[src/rtl/branch_pkg.sv]
// Shared branch condition encoding, reused by the decode stage and the resolve unit.
package branch_pkg;

    localparam int unsigned COND_W = 3;

    typedef enum logic [COND_W-1:0] {
        COND_EQ  = 3'd0,
        COND_NE  = 3'd1,
        COND_LEZ = 3'd2,
        COND_GTZ = 3'd3,
        COND_LTZ = 3'd4,
        COND_GEZ = 3'd5,
        COND_LT  = 3'd6,
        COND_LTU = 3'd7
    } cond_e;

endpackage

[src/rtl/branch_cond_eval.sv]
// Combinational branch condition evaluation over the full operand width.
module branch_cond_eval
    import branch_pkg::*;
#(
    parameter int unsigned WIDTH = 32
) (
    input  logic [WIDTH-1:0]  a,
    input  logic [WIDTH-1:0]  b,
    input  logic [COND_W-1:0] cond,
    output logic              taken,
    output logic              zero
);

    logic a_neg;
    logic a_is_zero;
    logic lt_signed;
    logic lt_unsigned;

    // Single-operand codes only look at the sign bit and a zero test of a.
    always_comb begin
        a_neg       = a[WIDTH-1];
        a_is_zero   = (a == '0);
        lt_signed   = ($signed(a) < $signed(b));
        lt_unsigned = (a < b);
        zero        = (a == b);
    end

    always_comb begin
        taken = 1'b0;
        case (cond)
            COND_EQ:  taken = zero;
            COND_NE:  taken = !zero;
            COND_LEZ: taken = a_neg | a_is_zero;
            COND_GTZ: taken = !a_neg & !a_is_zero;
            COND_LTZ: taken = a_neg;
            COND_GEZ: taken = !a_neg;
            COND_LT:  taken = lt_signed;
            COND_LTU: taken = lt_unsigned;
            default:  taken = 1'b0;
        endcase
    end

endmodule

[src/rtl/branch_resolve_unit.sv]
// Branch resolve stage: one-deep result register with valid/ready handshake and
// saturating statistics counters.
module branch_resolve_unit
    import branch_pkg::*;
#(
    parameter int unsigned WIDTH = 32,
    parameter int unsigned CNT_W = 16
) (
    input  logic              clk,
    input  logic              rst,
    input  logic              en,
    input  logic              in_valid,
    output logic              in_ready,
    input  logic [WIDTH-1:0]  a,
    input  logic [WIDTH-1:0]  b,
    input  logic [COND_W-1:0] cond,
    input  logic              flush,
    input  logic              clear_stats,
    output logic              out_valid,
    input  logic              out_ready,
    output logic              taken,
    output logic              zero,
    output logic [CNT_W-1:0]  branch_count,
    output logic [CNT_W-1:0]  taken_count
);

    localparam logic [CNT_W-1:0] CNT_ONE = {{(CNT_W-1){1'b0}}, 1'b1};

    logic eval_taken;
    logic eval_zero;
    logic accept;

    branch_cond_eval #(
        .WIDTH (WIDTH)
    ) u_eval (
        .a     (a),
        .b     (b),
        .cond  (cond),
        .taken (eval_taken),
        .zero  (eval_zero)
    );

    always_comb begin
        in_ready = en & !flush & (!out_valid | out_ready);
        accept   = in_valid & in_ready;
    end

    // accept already excludes flush, so a load always wins over a drain.
    always_ff @(posedge clk) begin
        if (rst) begin
            out_valid <= 1'b0;
            taken     <= 1'b0;
            zero      <= 1'b0;
        end else if (accept) begin
            out_valid <= 1'b1;
            taken     <= eval_taken;
            zero      <= eval_zero;
        end else if (flush || out_ready) begin
            out_valid <= 1'b0;
        end
    end

    always_ff @(posedge clk) begin
        if (rst || clear_stats) begin
            branch_count <= '0;
            taken_count  <= '0;
        end else if (accept) begin
            if (branch_count != '1) begin
                branch_count <= branch_count + CNT_ONE;
            end
            if (eval_taken && (taken_count != '1)) begin
                taken_count <= taken_count + CNT_ONE;
            end
        end
    end

endmodule

[config.mk]
export PLATFORM = sky130hd
export DESIGN_NAME = branch_resolve_unit
export DESIGN_NICKNAME = d
export VERILOG_FILES = /design/src/rtl/branch_pkg.sv /design/src/rtl/branch_cond_eval.sv /design/src/rtl/branch_resolve_unit.sv
export SDC_FILE = /design/constraint.sdc
export NUM_CORES = 1
export LEC_CHECK = 0
export ABC_AREA = 1
export CELL_PAD_IN_SITES_DETAIL_PLACEMENT = 1
export CELL_PAD_IN_SITES_GLOBAL_PLACEMENT = 2
export CORE_MARGIN = 1
export CORE_UTILIZATION = 25
export DETAILED_ROUTE_END_ITERATION = 10
export PLACE_DENSITY_LB_ADDON = 0.1
export SLEW_MARGIN = 40
export SYNTH_ARGS = -nofsm -noshare
export SYNTH_HDL_FRONTEND = slang
export SYNTH_HIERARCHICAL = 1
export SYNTH_SLANG_ARGS = --single-unit
[constraint.sdc]
create_clock -name clk -period 5.5 [get_ports clk]
set_input_delay 1.375 -clock clk [delete_from_list [all_inputs] [get_ports clk]]
set_output_delay 1.375 -clock clk [all_outputs]
set_load 0.03 [all_outputs]
== Yosys cells after proc, flatten, opt, wreduce, memory -nomap -nowiden ==
Index checks and enable logic that the tools add are counted.
Word-level totals
  input bits: 74
  register bits after elaboration: 35
  logic and storage cells: 41
Cells by class
  muxes and demuxes: 3
  bitwise operators: 6
  add/subtract/negate cells: 2
  equality and inequality tests: 10
  reduce and logical (&&, ||, !) cells: 13
  magnitude comparators: 2
Operator list (count)
  32-bit less-than comparator: 2
  16-bit by 1-bit adder with 16-bit output, second input constant: 2
  32-bit == test: 1
  32-bit zero test: 1
  16-bit inequality test, second input constant: 2
  3-bit == test, second input constant: 4
  1-bit case mux with 8 select lines: 1
  3-bit by 2-bit == test with 1-bit output, second input constant: 2
  1-bit zero test: 5
  1-bit bitwise AND: 4
  2-bit AND reduction: 2
  3-bit by 1-bit == test with 1-bit output, second input constant: 1
  3-bit zero test: 1
  1-bit logical OR: 2
  1-bit 2-to-1 mux: 2
  1-bit OR: 2
  2-bit nonzero test: 1
  1-bit logical AND: 1

== Logic depth before layout (Yosys ltp) ==
  depth after elaboration: 6
  depth in mapped cells: 20
  mapped depth without buffers: 20

== By module ==
Netlist, hierarchy kept.
Modules (own cells, without submodules)
  branch_resolve_unit: instances 1, cells each 336, area an instance 2050.7 sq um
  branch_cond_eval: instances 1, cells each 215, area an instance 1203.7 sq um

== Worst setup path after synthesis ==
OpenSTA, ideal clock, no wires.
  path kind: input port to flip-flop
  from: input port b[17]
  to: register taken_count[12]
  arrival time: 3.125 ns
  path slack: 2.307 ns
  cell stages on the path: 18
  setup time: 0.069 ns
  buffers on the path: 1
  required time: 5.431 ns
  cells stage by stage: inv_1 > ha_1 > nand2_1 > nand2_1 > nand2_1 > nand2_1 > nand2_1 > nand2_1 > a21oi_1 > nand2_1 > nor2_1 > nor2_1 > nand3_1 > nand4_1 > nor2_2 > buf_6 > nand2_1 > a21oi_2
Between the ends
  longest elaborated chain between the ends: 5
  elaborated cells between the ends (all ways): 7
  classes of those cells: order compare: 2; eq/ne: 1; mux: 1; reduce/logical: 3
RTL lines
  from (decl): line branch_resolve_unit.sv:15  | input logic [WIDTH-1:0] b,
  branches (longest 2 deep; another with 32-bit less-than comparator)
  1-bit case mux with 8 select lines (*): line branch_cond_eval.sv:30  | case (cond)
  via eval_taken: line branch_resolve_unit.sv:29  | logic eval_taken;
  1-bit logical AND (*): line branch_resolve_unit.sv:71  | if (eval_taken && (taken_count != '1)) begin
  2-bit AND reduction (no line) (*)
  to (signal assigned): line branch_resolve_unit.sv:72  | taken_count <= taken_count + CNT_ONE;
  to (decl): line branch_resolve_unit.sv:24  | output logic [CNT_W-1:0] taken_count
Mark *: on every way through the listed nets, which the timed path passes.
A chain may end at the register's enable or synchronous reset.

== Worst setup path after layout ==
  from: input port en
  to: output port in_ready
Between the ends
  longest elaborated chain between the ends: 2
RTL lines
  from (decl): line branch_resolve_unit.sv:11  | input logic en,
  1-bit bitwise AND (2 in a row): line branch_resolve_unit.sv:44  | in_ready = en & !flush & (!out_valid | out_ready);
  to (decl): line branch_resolve_unit.sv:13  | output logic in_ready,
No other way between the ends.

==> flow_summary_export.csv <==
group,metric,value,unit
synth,async_flop_share,0,%
synth,synth_edf_count,0,
setup_path,reg2reg_from,"taken_count[0]",
finish,n_antenna_cell,0,
finish,nets,770,
floorplanning,rows,41,
clock_network,holdBufCountCts,0,
synth,synth_top_cells_by_count,"nand2_1 (162), inv_1 (96), nor2_1 (79), nand3_1 (37), dfxtp_1 (35)",
placement,place.gp.congestion,0.772,
synth,netlist.area_leader.share,21.5,%
synth,syn-mean-instance-area,5.91,um2
clock_network,clock-sinks,35,
floorplanning,die_area,13500,um2
clock_network,path_clk_slew,0.06,ns
timing,hold_violations,0,
setup_path,critPathLaunch,"en",
clock_network,clockRootBuffer,"clkbuf_16",
grt,grtUsageTotal,16.0,%
timing,drv_slew,0,
placement,dp_hpwl,8.48,mm
hold_path,min-delay-path-class,"reg -> reg",
grt,grt_first_pass_wirelength,17.1,mm
detailed_routing,drt_iter0_drc,78,
placement,placed_area,4530,um2
clock_network,cts_tree,"yes",
placement,dp_slack,1.19,ns
synth,synth_area,3250,um2
setup_path,end_kind,"output pin",
timing,setup_ws,1.30,ns
placement,io_buffers,109,
timing,fin_setup_tns,0,ns
detailed_routing,wl,10.3,mm
run_status,status,"complete, no violations",
timing,finalClockSkew,0.00411,ns
setup_path,rrSetupSlack,3.65,ns
grt,antenna_found_initial,0,
synth,syn_inst,551,
grt,grt_overflow_total,0,
floorplanning,io-pin-count,110,
clock_network,cts_resized,0,
finish,syn_to_final_growth,44.6,%
finish,drive_gt1_share,6.03,%
setup_path,critPathCapture,"in_ready",
synth,ys_seq_area_share,21.5,%
detailed_routing,dr.pass1.iters,4,
setup_path,crit_arrival,2.82,ns
timing,period_share,76.3,%
power,max-vdd-ir-drop,0.0000981,V
synth,synth_seq_cells,35,
detailed_routing,route.detailed.drc,0,
detailed_routing,vias,3685,
synth,yosysMostFrequentCell,"nand2_1",
setup_path,cp-start-kind,"input pin",
clock_network,cts_buffers,5,
timing,fmax,238,MHz
setup_path,cp_data_required_time,4.12,ns
timing,timing.final.crit_period,4.20,ns
power,total_power,755,uW
floorplanning,start_util,25.7,%
job,maxCapViolCount,0,
clock_network,cts_buffer_depth,2,
setup_path,cp_max_fo,3,
clock_network,clock_latency,0.28,ns
synth,synth_top_flop_cell,"dfxtp_1",
detailed_routing,vias_per_cell,4.41,
grt,grt_max_degree,21,
synth,synth_cell_types,28,
power,power.leakage,2.06,nW
clock_network,h-tree-depth,2,
floorplanning,die_h,116,um
timing,setup_viol,0,
setup_path,r2r_cells,9,
finish,postLayoutCellArea,4700,um2
floorplanning,core-area,12700,um2
timing,grt_setup_unrepaired,"no",
detailed_routing,wl_per_cell,12.3,um
synth,yosysTopAreaCell,"dfxtp_1",
detailed_routing,ant_nets,0,
timing,relSlewSlack,54.7,%
setup_path,critPathKind,"in -> out",
synth,syn_nets,659,
floorplanning,die_w,116,um
power,powerDensity,160,nW/um2
synth,synth_area_leaders,"dfxtp_1 (22%), nand2_1 (19%), ha_1 (13%), inv_1 (11%), nor2_1 (9.1%)",
timing,max_slew.worst_pin.slew,0.679,ns
setup_path,timing.rr.end,"taken_count[13]",
grt,grt_pass1_vias,3790,
synth,yosysWarnings,6,
clock_network,cts_setup_buffers,0,
layout make-up:
cell class                      instances  area (um2)
Sequential cell                        35         701
Multi-Input combinational cell        412        2150
Clock inverter                          2        35.0
Inverter                               98         369
Fill cell                            1715        7970
Timing Repair Buffer                  110        1100
Clock buffer                            6         139
Tap cell                              172         215
logic make-up after synthesis:
kind of cell / count (synthesis) / share of synthesized area (%)
compound gates: 47 / 7.84
xor+xnor: 6 / 1.61
flops: 35 / 21.5
simple gates: 325 / 43.4
fa+ha+maj: 34 / 13.1
buf+inv: 104 / 12.6
registers in the layout (all words and copies together), names as in the netlist:
name,count
branch_count,16
out_valid,1
taken,1
taken_count,16
zero,1
metrics by stage:
step / hold slack (ns) / utilization, % / cells
after floorplan: 0.581 / - / 551
after global placement: 0.468 / 35.8 / 827
after detailed placement: 0.471 / 35.8 / 827
after CTS: 0.486 / 37.1 / 835
after global routing: 0.518 / 37.1 / 835
final: 0.481 / 37.1 / 835
power by group:
part | switching, mW | leakage (nW) | internal [mW]
sequential | 0.00103 | 0.282 | 0.255
clock | 0.118 | 0.0868 | 0.226
combinational | 0.0739 | 1.69 | 0.0815
total | 0.193 | 2.06 | 0.562
per-layer routing:
| metal | vias up | wire length, um | track usage, % |
|---|---|---|---|
| met2 | 55 | 5130 | 30.0 |
| met3 | 6 | 333 | 2.85 |
| met4 | 0 | 82 | 3.33 |
| li1 | 1933 | - | - |
| met5 | - | 0 | 0 |
| met1 | 1691 | 4740 | 19.0 |
cells in the final DEF, fill, tap and decap left out, types with 3 or more instances in the layout:
master and count:
ha_1 34, inv_1 96, nand2_2 6, nor3_1 8, dfxtp_1 35, nand2_1 162, clkdlybuf4s50_1 109, a21oi_2 4
clkbuf_16 5, nor2_1 78, nand4_1 10, a21oi_1 33, xor2_1 4, nor2_4 3, nor2_2 14, nand3_1 37
o21ai_0 7
how the worst min path moves through the flow:
| stage | from | endpoint | slack, ns | depth (start not counted) |
|---|---|---|---|---|
| 2_1_floorplan | taken | taken | 0.58 | 2 |
| 3_3_place_gp | taken | taken | 0.47 | 2 |
| 3_5_place_dp | taken | taken | 0.47 | 2 |
| 4_1_cts | taken | taken | 0.49 | 2 |
| 5_1_grt | taken | taken | 0.52 | 2 |
| 6_report | taken | taken | 0.48 | 2 |
worst max-delay path, cell delays in order:
cell and delay, ns:
clkdlybuf4s50_1 0.46, inv_1 0.05, nor2_2 0.13, nand2_1 0.07, inv_1 0.07, clkdlybuf4s50_1 0.67
Power figures use the tool's default switching activity.
